[config.mk]
export PLATFORM = sky130hd
export DESIGN_NAME = par_to_ser_tx
export DESIGN_NICKNAME = d
export VERILOG_FILES = /design/src/rtl/par_to_ser_tx.sv
export SDC_FILE = /design/constraint.sdc
export NUM_CORES = 1
export LEC_CHECK = 0
export CAP_MARGIN = 10
export CORE_MARGIN = 8
export CORE_UTILIZATION = 53
export CTS_CLUSTER_DIAMETER = 30
export DETAILED_ROUTE_END_ITERATION = 10
export GPL_ROUTABILITY_DRIVEN = 0
export PLACE_DENSITY_LB_ADDON = 0.15
export SYNTH_ARGS = -nofsm -noshare
export SYNTH_HDL_FRONTEND = slang
export SYNTH_SLANG_ARGS = --single-unit
[constraint.sdc]
create_clock -name clk -period 2.05 [get_ports clk]
set_input_delay 0.205 -clock clk [delete_from_list [all_inputs] [get_ports clk]]
set_output_delay 0.205 -clock clk [all_outputs]
set_load 0.1 [all_outputs]
[src/rtl/par_to_ser_tx.sv]
// Parallel-to-serial frame transmitter: start, LSB-first data, optional
// even parity, stop. All outputs are registered.
module par_to_ser_tx #(
   parameter int DATA_W     = 8,
   parameter int BIT_CYCLES = 4,
   parameter int PARITY_EN  = 1
) (
   input  logic              clk,
   input  logic              reset,
   input  logic [DATA_W-1:0] data_i,
   input  logic              valid_i,
   output logic              ready_o,
   output logic              serial_o,
   output logic              busy_o,
   output logic              done_o
);

   localparam int IW = (DATA_W > 2) ? $clog2(DATA_W) : 1;
   localparam logic [7:0]    CNT_MAX = 8'(BIT_CYCLES - 1);
   localparam logic [IW-1:0] IDX_MAX = IW'(DATA_W - 1);

   typedef enum logic [2:0] {
      IDLE,
      START,
      DATA,
      PARITY,
      STOP
   } state_t;

   state_t            state_q, state_d;
   logic [7:0]        cnt_q, cnt_d;
   logic [IW-1:0]     idx_q, idx_d;
   logic [DATA_W-1:0] shift_q, shift_d;
   logic              par_q, par_d;
   logic              serial_q, serial_d;
   logic              ready_q, ready_d;
   logic              busy_q, busy_d;
   logic              done_q, done_d;
   logic              bit_end;

   always_comb begin
      state_d = state_q;
      cnt_d   = '0;
      idx_d   = idx_q;
      shift_d = shift_q;
      par_d   = par_q;
      done_d  = 1'b0;
      bit_end = (cnt_q == CNT_MAX);

      if (state_q != IDLE) begin
         cnt_d = bit_end ? 8'd0 : cnt_q + 8'd1;
      end

      unique case (state_q)
         IDLE: begin
            if (valid_i && ready_q) begin
               state_d = START;
               shift_d = data_i;
               par_d   = ^data_i;
            end
         end
         START: begin
            if (bit_end) begin
               state_d = DATA;
               idx_d   = '0;
            end
         end
         DATA: begin
            if (bit_end) begin
               shift_d = shift_q >> 1;
               if (idx_q == IDX_MAX) begin
                  idx_d   = '0;
                  state_d = (PARITY_EN != 0) ? PARITY : STOP;
               end else begin
                  idx_d = idx_q + IW'(1);
               end
            end
         end
         PARITY: begin
            if (bit_end) state_d = STOP;
         end
         STOP: begin
            if (bit_end) begin
               state_d = IDLE;
               done_d  = 1'b1;
            end
         end
         default: state_d = IDLE;
      endcase

      // Outputs are precomputed from the next state so they stay registered
      ready_d = (state_d == IDLE);
      busy_d  = !ready_d;
      unique case (state_d)
         START:   serial_d = 1'b0;
         DATA:    serial_d = shift_d[0];
         PARITY:  serial_d = par_q;
         default: serial_d = 1'b1;
      endcase
   end

   always_ff @(posedge clk) begin
      if (reset) begin
         state_q  <= IDLE;
         cnt_q    <= '0;
         idx_q    <= '0;
         shift_q  <= '0;
         par_q    <= 1'b0;
         serial_q <= 1'b1;
         ready_q  <= 1'b1;
         busy_q   <= 1'b0;
         done_q   <= 1'b0;
      end else begin
         state_q  <= state_d;
         cnt_q    <= cnt_d;
         idx_q    <= idx_d;
         shift_q  <= shift_d;
         par_q    <= par_d;
         serial_q <= serial_d;
         ready_q  <= ready_d;
         busy_q   <= busy_d;
         done_q   <= done_d;
      end
   end

   assign ready_o  = ready_q;
   assign serial_o = serial_q;
   assign busy_o   = busy_q;
   assign done_o   = done_q;

endmodule

## Word-level counts from Yosys, hierarchy flattened

Index checks and enable logic that the tools add are counted.

| operators by class | value |
|---|---|
| add/sub/neg operators | 2 |
| bitwise gates (word level) | 2 |
| multiplexer cells | 16 |
| equality and inequality tests | 12 |
| reduce and logical (&&, ||, !) cells | 13 |

Operator list:

| operator | count |
|---|---|
| two-way mux 3 bit | 9 |
| two-way mux 8 bit | 2 |
| case mux 8 bit (2 select lines) | 1 |
| case mux 3 bit (5 select lines) | 1 |
| == test 3 x 2 -> 1 bit (second input constant) | 4 |
| adder 8 x 1 -> 8 bit (second input constant) | 1 |
| == test 8 x 2 -> 1 bit (second input constant) | 1 |
| parity 8 bit | 1 |
| == test 3 x 1 -> 1 bit (second input constant) | 2 |
| == test 3 bit (second input constant) | 2 |
| logical NOT 3 bit | 2 |
| != test 2 bit (second input constant) | 3 |
| case mux 3 bit (2 select lines) | 1 |
| AND reduction 3 bit | 2 |
| nonzero test 2 bit | 2 |
| adder 3 x 1 -> 3 bit (second input constant) | 1 |
| case mux 1 bit (3 select lines) | 1 |
| nonzero test 3 bit | 1 |
| OR reduction 3 bit | 1 |
| inverter 1 bit | 2 |
| AND reduction 2 bit | 1 |
| OR reduction 2 bit | 1 |
| logical AND 1 bit | 1 |
| logical NOT 1 bit | 1 |
| two-way mux 1 bit | 1 |

| word-level totals | value |
|---|---|
| flip-flop bits (word level) | 27 |

## Longest topological paths before layout

| depth | value |
|---|---|
| word-level depth | 6 |
| gate-level depth with buffers | 7 |
| mapped depth without buffers | 6 |

## Worst setup path before layout

No wires, ideal clock.

| timing path | value |
|---|---|
| path type | register to register |
| start point | reg ready_q, in the netlist ready_o |
| end point | reg serial_q, in the netlist serial_o |
| slack | 0.205 ns |
| library setup time | 0.074 ns |
| stages on the path, launching flop included | 5 |
| arrival | 1.771 ns |
| period minus slack after synthesis | 1.845 ns |
| path through | dfxtp_1 > and3_2 > a21oi_1 > o31a_1 > a31oi_1 |

| between the ends | value |
|---|---|
| cells in the longest elaborated chain, start to end | 5 |

RTL lines:

| item | line | RTL |
|---|---|---|
| start, declared | 36 | `logic ready_q, ready_d;` |
| start signal, assigned | 120 | `ready_q <= ready_d;` |
| logical AND 1 bit (*) | 56 | `if (valid_i && ready_q) begin` |
| two-way mux 3 bit | 56 |  |
| case mux 3 bit (5 select lines) | 54 | `unique case (state_q)` |
| == test 3 x 2 -> 1 bit or == test 3 x 1 -> 1 bit (tied branches) | 94 | `unique case (state_d)` |
| case mux 1 bit (3 select lines) (*) | 94 |  |
| end signal, assigned | 119 | `serial_q <= serial_d;` |
| end, declared | 35 | `logic serial_q, serial_d;` |

Mark *: on every way between the ends. The rest lies on a longest branch, timed or not. The select of a mux whose other input is x is not followed.
A chain may end at the register's enable or synchronous reset.

## Worst setup path after layout

| timing path | value |
|---|---|
| start point | reg cnt_q[0] |
| end point | reg shift_q[5] |

| between the ends | value |
|---|---|
| cells in the longest elaborated chain, start to end | 3 |

RTL lines:

| item | line | RTL |
|---|---|---|
| start, declared | 31 | `logic [7:0] cnt_q, cnt_d;` |
| start signal, assigned | 115 | `cnt_q <= cnt_d;` |
| == test 8 x 2 -> 1 bit | 48 | `bit_end = (cnt_q == CNT_MAX);` |
| != test 2 bit (no line) | n/a |  |
| AND reduction 3 bit (no line) | n/a |  |
| end signal, assigned | 117 | `shift_q <= shift_d;` |
| end, declared | 33 | `logic [DATA_W-1:0] shift_q, shift_d;` |

No other way between the ends.

==> flow_metrics.py <==
metrics = {
    "outcome": {
        "outcome": "completed",
    },
    "grt": {
        "grt_pass1_wl_um": 3870,
        "grt_pass1_vias": 894,
        "top_usage_layer": "met2",
        "use_met3": 0.02613,
        "grtUsageMet1": 0.1376,
        "gr-total-overflow": 0,
        "grt.total_usage": 0.1147,
        "grt_max_degree": 19,
        "met2_usage": 0.1870,
        "antenna_found_initial": 0,
    },
    "routing": {
        "routed_via_density": 5.349,
        "wl_per_cell_um": 13.24,
        "wl_um": 2278,
        "detail-route-antenna-nets": 0,
        "drcViolationCount": 0,
        "first_iter_violations": 42,
        "dr.pass1.iters": 4,
        "vias": 920,
    },
    "power_and_ir_drop": {
        "p_leak_nw": 0.5044,
        "powerDensity_nw_per_um2": 702.6,
        "total_power_mw": 0.9661,
        "peakVddDrop_mv": 0.4243,
    },
    "job": {
        "cap_viol_max_count": 0,
    },
    "final_layout": {
        "fin_util": 0.6276,
        "finalNonFillerCells": 172,
        "diodes": 0,
        "syn_to_final_growth_pct": 13.18,
        "multi_input_area_sq_um": 623.1,
        "nFillCells": 192,
        "regArea_sq_um": 540.5,
        "drive_gt1_frac": 0.1319,
        "nets": 159,
    },
    "worst_setup_path": {
        "crit_path_start_kind": "flip-flop",
        "cp.required_ps": 2320,
        "slowest_delay_ps": 340,
        "crit_path_end_kind": "flip-flop",
        "cp_cell_sequence": "ha_1 -> nor3b_2 -> and3_2 -> nor2_1 -> nand2_1 -> a21oi_1",
        "crit_fanout": 13,
        "path_class": "flip-flop to flip-flop",
        "worstPathArrival_ps": 1990,
        "cp_slowest_cell": "dfxtp_1",
        "r2r_slack_ps": 330,
    },
    "synthesis": {
        "ys.warnings.count": 0,
        "yosysUniqueCellTypes": 32,
        "syn-cell-area_sq_um": 1215,
        "ys_ff_latch": 27,
        "yosysSeqAreaShare": 0.4449,
        "synth_fp_nets": 145,
        "netlist_instances": 131,
        "syn_area_per_cell_sq_um": 9.274,
    },
    "clock_network": {
        "hold_buffers": 0,
        "clock_latency_ps": 320,
        "cts-root-buf": "clkbuf_4",
        "cts_setup_buffers": 0,
        "cts_buffers": 3,
        "cts_buffer_depth": 2,
        "cts_tree": "yes",
        "post_cts_resize_count": 0,
        "htreeDepth": 1,
        "clkTransAtPathRegs_ps": 150,
        "cts_sinks": 27,
    },
    "min_path": {
        "hold_path_class": "flip-flop to flip-flop",
    },
    "floorplanning": {
        "core-area_sq_um": 2191,
        "num_io_pins": 15,
        "die_h_um": 63.88,
        "rows": 17,
        "die_w_um": 63.88,
        "initial_core_util": 0.5545,
        "dieArea_sq_um": 4080,
    },
    "sta": {
        "fin_crit_ps": 1721,
        "fmax_mhz": 581.0,
        "slew_violations": 0,
        "tightest_slew_ps": 371.6,
        "slew_headroom": 0.7517,
        "period_share": 0.8396,
        "fin_setup_tns_ps": 0,
        "hold_viol": 0,
        "rsz0062_at_grt": "false",
        "setup_violations": 0,
        "skew_ps": 10.70,
    },
    "place": {
        "place_hpwl_um": 1718,
        "placed_cells": 168,
        "io_buffers": 14,
    },
}
[cell usage after synthesis (all sizes together)]
cell type,n,area (sq um)
ha,3,37.54
xnor2,10,87.58
xor2,5,43.79
and3,4,27.52
dfxtp,27,540.5
and4,1,10.01
nor2,19,71.32
a311oi,2,23.77
a211oi,1,7.510
nand3b,1,7.510
nand4,1,6.260
nand2,10,40.04
and2,1,7.510
inv,3,11.26
a21oi,10,50.05
nor4,1,21.27
clkbuf,1,3.750
a31oi,1,6.260
or3,1,6.260
buf,5,36.28
nand3,8,40.04
nor3,3,20.02
o31a,1,8.760
nor3b,3,32.53
a22oi,9,67.56
[through the flow]
step | setup WS (ps) | hold slack, ps | instance area, sq um
floorplan | 204.7 | 341.0 | 1215
global placement | 420.9 | 424.2 | 1348
detailed placement | 353.6 | 434.0 | 1348
CTS | 316.2 | 453.3 | 1375
global route | 159.3 | 486.2 | 1375
finish | 328.9 | 448.1 | 1375
[state kept, by name, indices dropped and copies added, names as in the netlist]
| name | cells |
|---|---|
| serial_o | 1 |
| shift_q | 8 |
| cnt_q | 8 |
| par_q | 1 |
| done_o | 1 |
| state_q | 3 |
| busy_o | 1 |
| ready_o | 1 |
| idx_q | 3 |
[critical path: cells and delay by family (launching register included)]
family                     cells  cell delay, ps
and+or+nand+nor                4             940
DFF                            1             340
adders and majority gates      1             240
AOI/OAI and AO/OA              1             150
[logic make-up (layout without fill, tap and decap cells)]
logic type	after synthesis	count (layout)	synth area share
buf+inv	9	22	0.04222
xor+xnor	15	15	0.1081
fa+ha+maj	3	3	0.03090
simple gates	53	53	0.2389
compound gates	24	24	0.1349
flops	27	27	0.4449
[cell usage in the layout (no fill, tap or decap)]
cell type / synthesis / layout
a311oi_1: 1 / 1
nand4_1: 1 / 1
clkinv_2: 0 / 1
a22oi_1: 9 / 9
xnor2_1: 10 / 10
and2_2: 1 / 1
inv_1: 3 / 3
and3_1: 2 / 2
nor4_4: 1 / 1
nand2_2: 1 / 1
nor3_2: 1 / 1
and3_2: 2 / 2
ha_1: 3 / 3
a311oi_2: 1 / 1
a211oi_1: 1 / 1
clkbuf_4: 0 / 3
nand3b_1: 1 / 1
dfxtp_1: 27 / 27
buf_4: 2 / 5
xor2_1: 5 / 5
a21oi_1: 10 / 10
nor2_1: 19 / 19
nor3b_2: 2 / 2
nor3_1: 2 / 2
nor3b_1: 1 / 1
nand3_1: 8 / 8
or3_1: 1 / 1
clkdlybuf4s50_1: 0 / 10
and4_2: 1 / 1
o31a_1: 1 / 1
a31oi_1: 1 / 1
nand2_1: 9 / 9
[power by group]
| group | internal [mW] | switching [mW] |
|---|---|---|
| clock network | 0.0731 | 0.153 |
| logic | 0.0687 | 0.107 |
| registers | 0.549 | 0.0150 |
| total | 0.691 | 0.275 |
[area by class of cell]
class / instances / share of cell area
timing repair buffer: 15 / 0.1001
clock buffer: 3 / 0.01638
clock inverter: 1 / 0.003640
tap: 28 / 0.02548
inverter: 3 / 0.008189
sequential: 27 / 0.3931
multi-input combinational: 95 / 0.4531
[path summary, 6_finish.rpt]
| check | from | to | depth (start not counted) |
|---|---|---|---|
| setup / recovery | cnt_q[0] | shift_q[5] | 6 |
| hold / removal | cnt_q[0] | cnt_q[0] | 1 |
| setup reg to reg | cnt_q[0] | shift_q[5] | 6 |
| hold reg to reg | cnt_q[0] | cnt_q[0] | 1 |
[routing by layer]
layer | share of wire | up-vias
met5 | 0 | -
met4 | 0.015 | 0
met3 | 0.032 | 4
met2 | 0.47 | 15
met1 | 0.48 | 414
li1 | - | 487
Power figures use the tool's default switching activity.
